===== config.mk =====
export PLATFORM = sky130hd
export DESIGN_NAME = risc_imem
export DESIGN_NICKNAME = d
export VERILOG_FILES = /design/src/rtl/risc_pkg.sv /design/src/rtl/risc_imem_loader.sv /design/src/rtl/risc_imem.sv
export SDC_FILE = /design/constraint.sdc
export NUM_CORES = 1
export LEC_CHECK = 0
export ABC_CLOCK_PERIOD_IN_PS = 2000
export CAP_MARGIN = 40
export CELL_PAD_IN_SITES_DETAIL_PLACEMENT = 0
export CELL_PAD_IN_SITES_GLOBAL_PLACEMENT = 2
export CORE_ASPECT_RATIO = 0.5
export CORE_MARGIN = 5
export CORE_UTILIZATION = 35
export DETAILED_ROUTE_END_ITERATION = 16
export PLACE_DENSITY_LB_ADDON = 0.1
export SYNTH_ARGS = -nofsm -noshare
export SYNTH_HDL_FRONTEND = slang
export SYNTH_HIERARCHICAL = 1
export SYNTH_SLANG_ARGS = --single-unit

===== constraint.sdc =====
create_clock -name clk -period 2 [get_ports clk]
set_clock_uncertainty 0.2 [all_clocks]
set_input_delay 0.3 -clock clk [delete_from_list [all_inputs] [get_ports clk]]
set_output_delay 0.3 -clock clk [all_outputs]
set_load 0.02 [all_outputs]

===== src/rtl/risc_pkg.sv =====
// rtl/risc_pkg.sv - shared fetch-path widths, nop encoding and program memory state encoding
package risc_pkg;

  localparam int IW    = 13;
  localparam int AW    = 5;
  localparam int DEPTH = 32;

  localparam logic [IW-1:0] NOP = 13'h0000;

  typedef enum logic [1:0] {
    IDLE = 2'd0,
    LOAD = 2'd1,
    RUN  = 2'd2
  } imem_state_e;

endpackage


===== src/rtl/risc_imem_loader.sv =====
// rtl/risc_imem_loader.sv - load sequencer: state, write pointer and word counter for the program store
module risc_imem_loader
  import risc_pkg::*;
(
  input  logic          clk,
  input  logic          rst_n,
  input  logic          ld_start,
  input  logic          ld_valid,
  input  logic          ld_last,
  output logic          wr_en,
  output logic [AW-1:0] wr_addr,
  output logic          clear,
  output logic          run,
  output logic          ld_ready,
  output logic [AW:0]   ld_count
);

  imem_state_e   state_q, state_d;
  logic [AW-1:0] wptr_q, wptr_d;
  logic [AW:0]   ld_count_q, ld_count_d;

  // State, pointer and counter registers
  always_ff @(posedge clk or negedge rst_n) begin
    if (!rst_n) begin
      state_q    <= IDLE;
      wptr_q     <= '0;
      ld_count_q <= '0;
    end else begin
      state_q    <= state_d;
      wptr_q     <= wptr_d;
      ld_count_q <= ld_count_d;
    end
  end

  // Next-state logic; ld_start is only honoured outside LOAD, and a write
  // into the last slot ends the load even without ld_last
  always_comb begin
    state_d    = state_q;
    wptr_d     = wptr_q;
    ld_count_d = ld_count_q;
    wr_en      = 1'b0;
    clear      = 1'b0;
    unique case (state_q)
      IDLE, RUN: begin
        if (ld_start) begin
          state_d    = LOAD;
          wptr_d     = '0;
          ld_count_d = '0;
          clear      = 1'b1;
        end
      end
      LOAD: begin
        if (ld_valid) begin
          wr_en      = 1'b1;
          wptr_d     = wptr_q + AW'(1);
          ld_count_d = ld_count_q + (AW+1)'(1);
          if (ld_last || (wptr_q == {AW{1'b1}})) begin
            state_d = RUN;
          end
        end
      end
      default: begin
        state_d = IDLE;
      end
    endcase
  end

  // Status outputs decode only registered state so load inputs never reach them combinationally
  always_comb begin
    wr_addr  = wptr_q;
    ld_ready = (state_q == LOAD);
    run      = (state_q == RUN);
    ld_count = ld_count_q;
  end

endmodule


===== src/rtl/risc_imem.sv =====
// rtl/risc_imem.sv - 32-word register program memory with sequential load port and zero-latency fetch read
module risc_imem
  import risc_pkg::*;
(
  input  logic          clk,
  input  logic          rst_n,
  input  logic [AW-1:0] pc,
  output logic [IW-1:0] instruction,
  input  logic          ld_start,
  input  logic          ld_valid,
  input  logic [IW-1:0] ld_data,
  input  logic          ld_last,
  output logic          ld_ready,
  output logic          prog_ready,
  output logic [AW:0]   ld_count
);

  logic [IW-1:0] mem_q [DEPTH];
  logic [IW-1:0] mem_d [DEPTH];
  logic          wr_en;
  logic [AW-1:0] wr_addr;
  logic          clear;
  logic          run;

  risc_imem_loader u_loader (
    .clk      (clk),
    .rst_n    (rst_n),
    .ld_start (ld_start),
    .ld_valid (ld_valid),
    .ld_last  (ld_last),
    .wr_en    (wr_en),
    .wr_addr  (wr_addr),
    .clear    (clear),
    .run      (run),
    .ld_ready (ld_ready),
    .ld_count (ld_count)
  );

  // Storage update: a new load wipes every word so unwritten slots read as nop
  always_comb begin
    for (int i = 0; i < DEPTH; i++) begin
      mem_d[i] = clear ? NOP : mem_q[i];
    end
    if (wr_en) begin
      mem_d[wr_addr] = ld_data;
    end
  end

  // Storage registers
  always_ff @(posedge clk or negedge rst_n) begin
    if (!rst_n) begin
      for (int i = 0; i < DEPTH; i++) begin
        mem_q[i] <= NOP;
      end
    end else begin
      for (int i = 0; i < DEPTH; i++) begin
        mem_q[i] <= mem_d[i];
      end
    end
  end

  // Unregistered read so the fetch unit latches mem[pc] on the same edge that advances pc
  always_comb begin
    instruction = run ? mem_q[pc] : NOP;
    prog_ready  = run;
  end

endmodule


==> flow_summary_export.csv <==
group,metric,value,unit
global_routing,grt_pass1_vias,17100,
min_path,hold_path.class,"input port to async pin",
place,dp.cells,3111,
finish,utilization,50.7,%
power,p_sw,6.92,mW
routing,antenna_left,0,
timing,fin_crit_sh,138,%
place,gp_congestion,0.796,
timing,max_freq,0.361,GHz
floorplan,core_area,0.0610,mm^2
synth,synth.cell_area,0.0216,mm^2
setup_path,crit_path_start_kind,"input port",
power,power,24.6,mW
synth,synthCells,2143,
timing,hold_viol,0,
finish,layout-area-overhead-vs-synth,43.5,%
power,seq_power_share,38.3,%
routing,vias_per_cell,5.23,
flow_run,cap_violations,0,
global_routing,track_usage,22.9,%
floorplan,dieArea,0.0669,mm^2
floorplan,die_w,361,um
routing,wl_per_cell,24.7,um
synth,synth_top_area_cell,"dfrtp_1",
floorplan,ios,44,
setup_path,cp.arrival,2270,ps
clocking,cts_max_path_buffers,3,
clocking,cts_max_level,2,
timing,setup_violations,335,
floorplan,num_rows,64,
power,comb_power_share,23.0,%
finish,stdcell_count,3326,
finish,final_nets,2496,
place,io_buffer_count,43,
clocking,clock_latency,570,ps
setup_path,worstSetupPathType,"input port to primary output",
outcome,violations,"setup timing",
synth,ys_types,43,
timing,tightest_slew,557,ps
timing,tns,-54580,ps
power,powerDensity,794,mW/mm^2
synth,syn_avg_cell_area,10.1,um^2
power,p_int,17.6,mW
routing,via_count,17400,
setup_path,crit_fanout,11,
timing,rsz0062_at_grt,"yes",
place,dpl.hpwl,45600,um
finish,fill_cells,5544,
global_routing,antenna_found_initial,1,
routing,routed_wl,82100,um
clocking,root_buffer,"clkbuf_16",
setup_path,worstPathRequired,1500,ps
setup_path,end_kind,"primary output",
synth,synth_warnings,6,
synth,synth_edf_count,0,
synth,synth_area_leaders,"dfrtp_1 (50%), nand2b_1 (11%), o21ai_0 (9.2%)",
routing,drt_pass1_iterations,5,
finish,n_antenna_cell,0,
floorplan,die_h,185,um
global_routing,grt_max_degree,70,
clocking,path_clk_slew,60,ps
outcome,status,"complete, but fails checks",
synth,synth_top_area_share,49.8,%
power,power_leakage,13.6,nW
timing,holdWs,28.5,ps
finish,multi_input_area,0.0118,mm^2
timing,relSlewSlack,62.7,%
clocking,cts_tree,"done",
timing,fin_crit,2770,ps
power,vdd_drop_max,0.536,mV
timing,setup_slack,-768,ps
finish,drive_gt1_share,41.3,%
power,clockPowerShare,38.7,%
synth,syn_nets,2169,
global_routing,grt_pass1_wl,115000,um
routing,route.detailed.drc,0,
synth,seq_area_frac_synth,49.8,%
routing,first_iter_violations,1336,
synth,async_reset_ff_share,100,%
floorplan,initial_utilization,35.3,%
global_routing,gr-total-overflow,0,
timing,slew_violations,0,
clocking,numCtsBuffers,44,
synth,ys.flop_type,"dfrtp_1",
finish,regArea,0.0107,mm^2
clocking,cts_sinks,429,
synth,synth-seq-cells,429,
power,swShare,28.2,%
==> critical path, cell delays in order <==
cell and delay [ps]:
clkbuf_4 210, buf_12 190, buf_4 200, mux4_2 520, mux2_4 300, o221ai_4 290
a31oi_4 70, buf_6 150
==> layout make-up <==
| cell class | count | share of cell area, % |
|---|---|---|
| Sequential cell | 429 | 34.7 |
| Multi-Input combinational cell | 1506 | 38.3 |
| Clock inverter | 17 | 1.10 |
| Clock buffer | 60 | 4.11 |
| Inverter | 18 | 0.259 |
| Timing Repair Buffer | 471 | 18.2 |
| Tap cell | 825 | 3.34 |
==> power by group through the flow <==
stage | registers, mW | logic, mW | clock network [mW]
floorplan | 9.51 | 2.45 | 0
global placement | 9.55 | 4.48 | 0
detailed placement | 9.54 | 4.47 | 0
CTS | 9.39 | 5.44 | 9.72
global route | 9.44 | 5.97 | 10.1
finish | 9.40 | 5.64 | 9.52
==> final timing paths <==
path                                      start                   end  slack, ps  depth (start not counted)
setup / recovery                          pc[0]       instruction[11]       -770                          8
hold / removal                            rst_n            mem_q[130]         30                          2
setup reg to reg            u_loader/state_q[1]            mem_q[307]       -330                         11
hold reg to reg            u_loader/ld_count[5]  u_loader/ld_count[5]        270                          1
max in group asynchronous                 rst_n            mem_q[386]        830                          3
min in group clk                        ld_last   u_loader/state_q[0]        260                          3
==> cell usage in the layout (no fill, tap or decap), drive strengths merged, types with 2 or more instances in the layout <==
cell type / synthesis / routed
o21ai: 430 / 430
clkdlybuf4s50: 0 / 18
or3: 2 / 2
bufinv: 0 / 10
a31oi: 13 / 13
inv: 17 / 17
mux2: 26 / 26
a221oi: 10 / 10
nor2: 31 / 31
ha: 3 / 3
nand2b: 370 / 373
clkinvlp: 0 / 2
buf: 67 / 422
nor2b: 2 / 2
nand3b: 58 / 58
nand3: 8 / 8
a22oi: 13 / 13
dlygate4sd2: 0 / 6
mux2i: 31 / 31
o221ai: 13 / 13
clkbuf: 126 / 84
clkinv: 1 / 6
or3b: 3 / 3
o2111ai: 3 / 3
nand2: 383 / 383
nand4: 3 / 3
and3: 2 / 2
mux4: 91 / 91
dfrtp: 429 / 429
==> logic make-up after synthesis <==
group / synth area share (%)
adders and majority gates: 0.174
and+or+nand+nor: 20.9
DFF: 49.8
AOI/OAI and AO/OA: 12.0
muxes: 12.7
buffers and inverters: 4.42
==> cells in the mapped netlist (8+ instances only) <==
| cell type | number |
|---|---|
| a22oi_1 | 13 |
| inv_1 | 16 |
| buf_2 | 47 |
| mux2i_1 | 31 |
| nand2_1 | 383 |
| mux2_2 | 26 |
| a221oi_1 | 9 |
| nor2_1 | 17 |
| mux4_2 | 71 |
| nand2b_1 | 370 |
| nand3_1 | 8 |
| o221ai_1 | 13 |
| clkbuf_1 | 126 |
| nor2_2 | 14 |
| o21ai_1 | 34 |
| dfrtp_1 | 429 |
| mux4_1 | 20 |
| o21ai_0 | 396 |
| buf_4 | 9 |
| nand3b_1 | 57 |
| a31oi_1 | 13 |
==> sequential cells by signal, indices dropped and copies added (netlist names) <==
name,flops
u_loader/wr_addr,5
u_loader/ld_count,6
mem_q,416
u_loader/state_q,2
==> through the flow <==
stage               setup WS, ps  area, um^2
CTS                         -784       29000
floorplan                   -103       21900
global route                -821       30900
detailed placement         -1040       25500
finish                      -768       30900
global placement            -983       25500
==> layer usage <==
metal,vias to the layer above,GRT usage (%),wire [um]
met2,437,35.0,36700
met4,0,3.60,1140
li1,8002,-,-
met1,8887,34.9,39300
met3,80,4.04,4910
met5,-,0,0
==> repair_timing <==
| action | CTS | global route |
|---|---|---|
| setup endpoints to repair | 317 | 429 |
| endpoints found under the hold margin | 429 | 0 |
| gates cloned | 29 | 29 |
| hold buffers | 1 | 0 |
| setup buffers | 56 | 54 |
| pin swaps | 59 | 146 |
| resized for setup | 352 | 550 |
No activity file was read; power rests on OpenSTA's default activity.
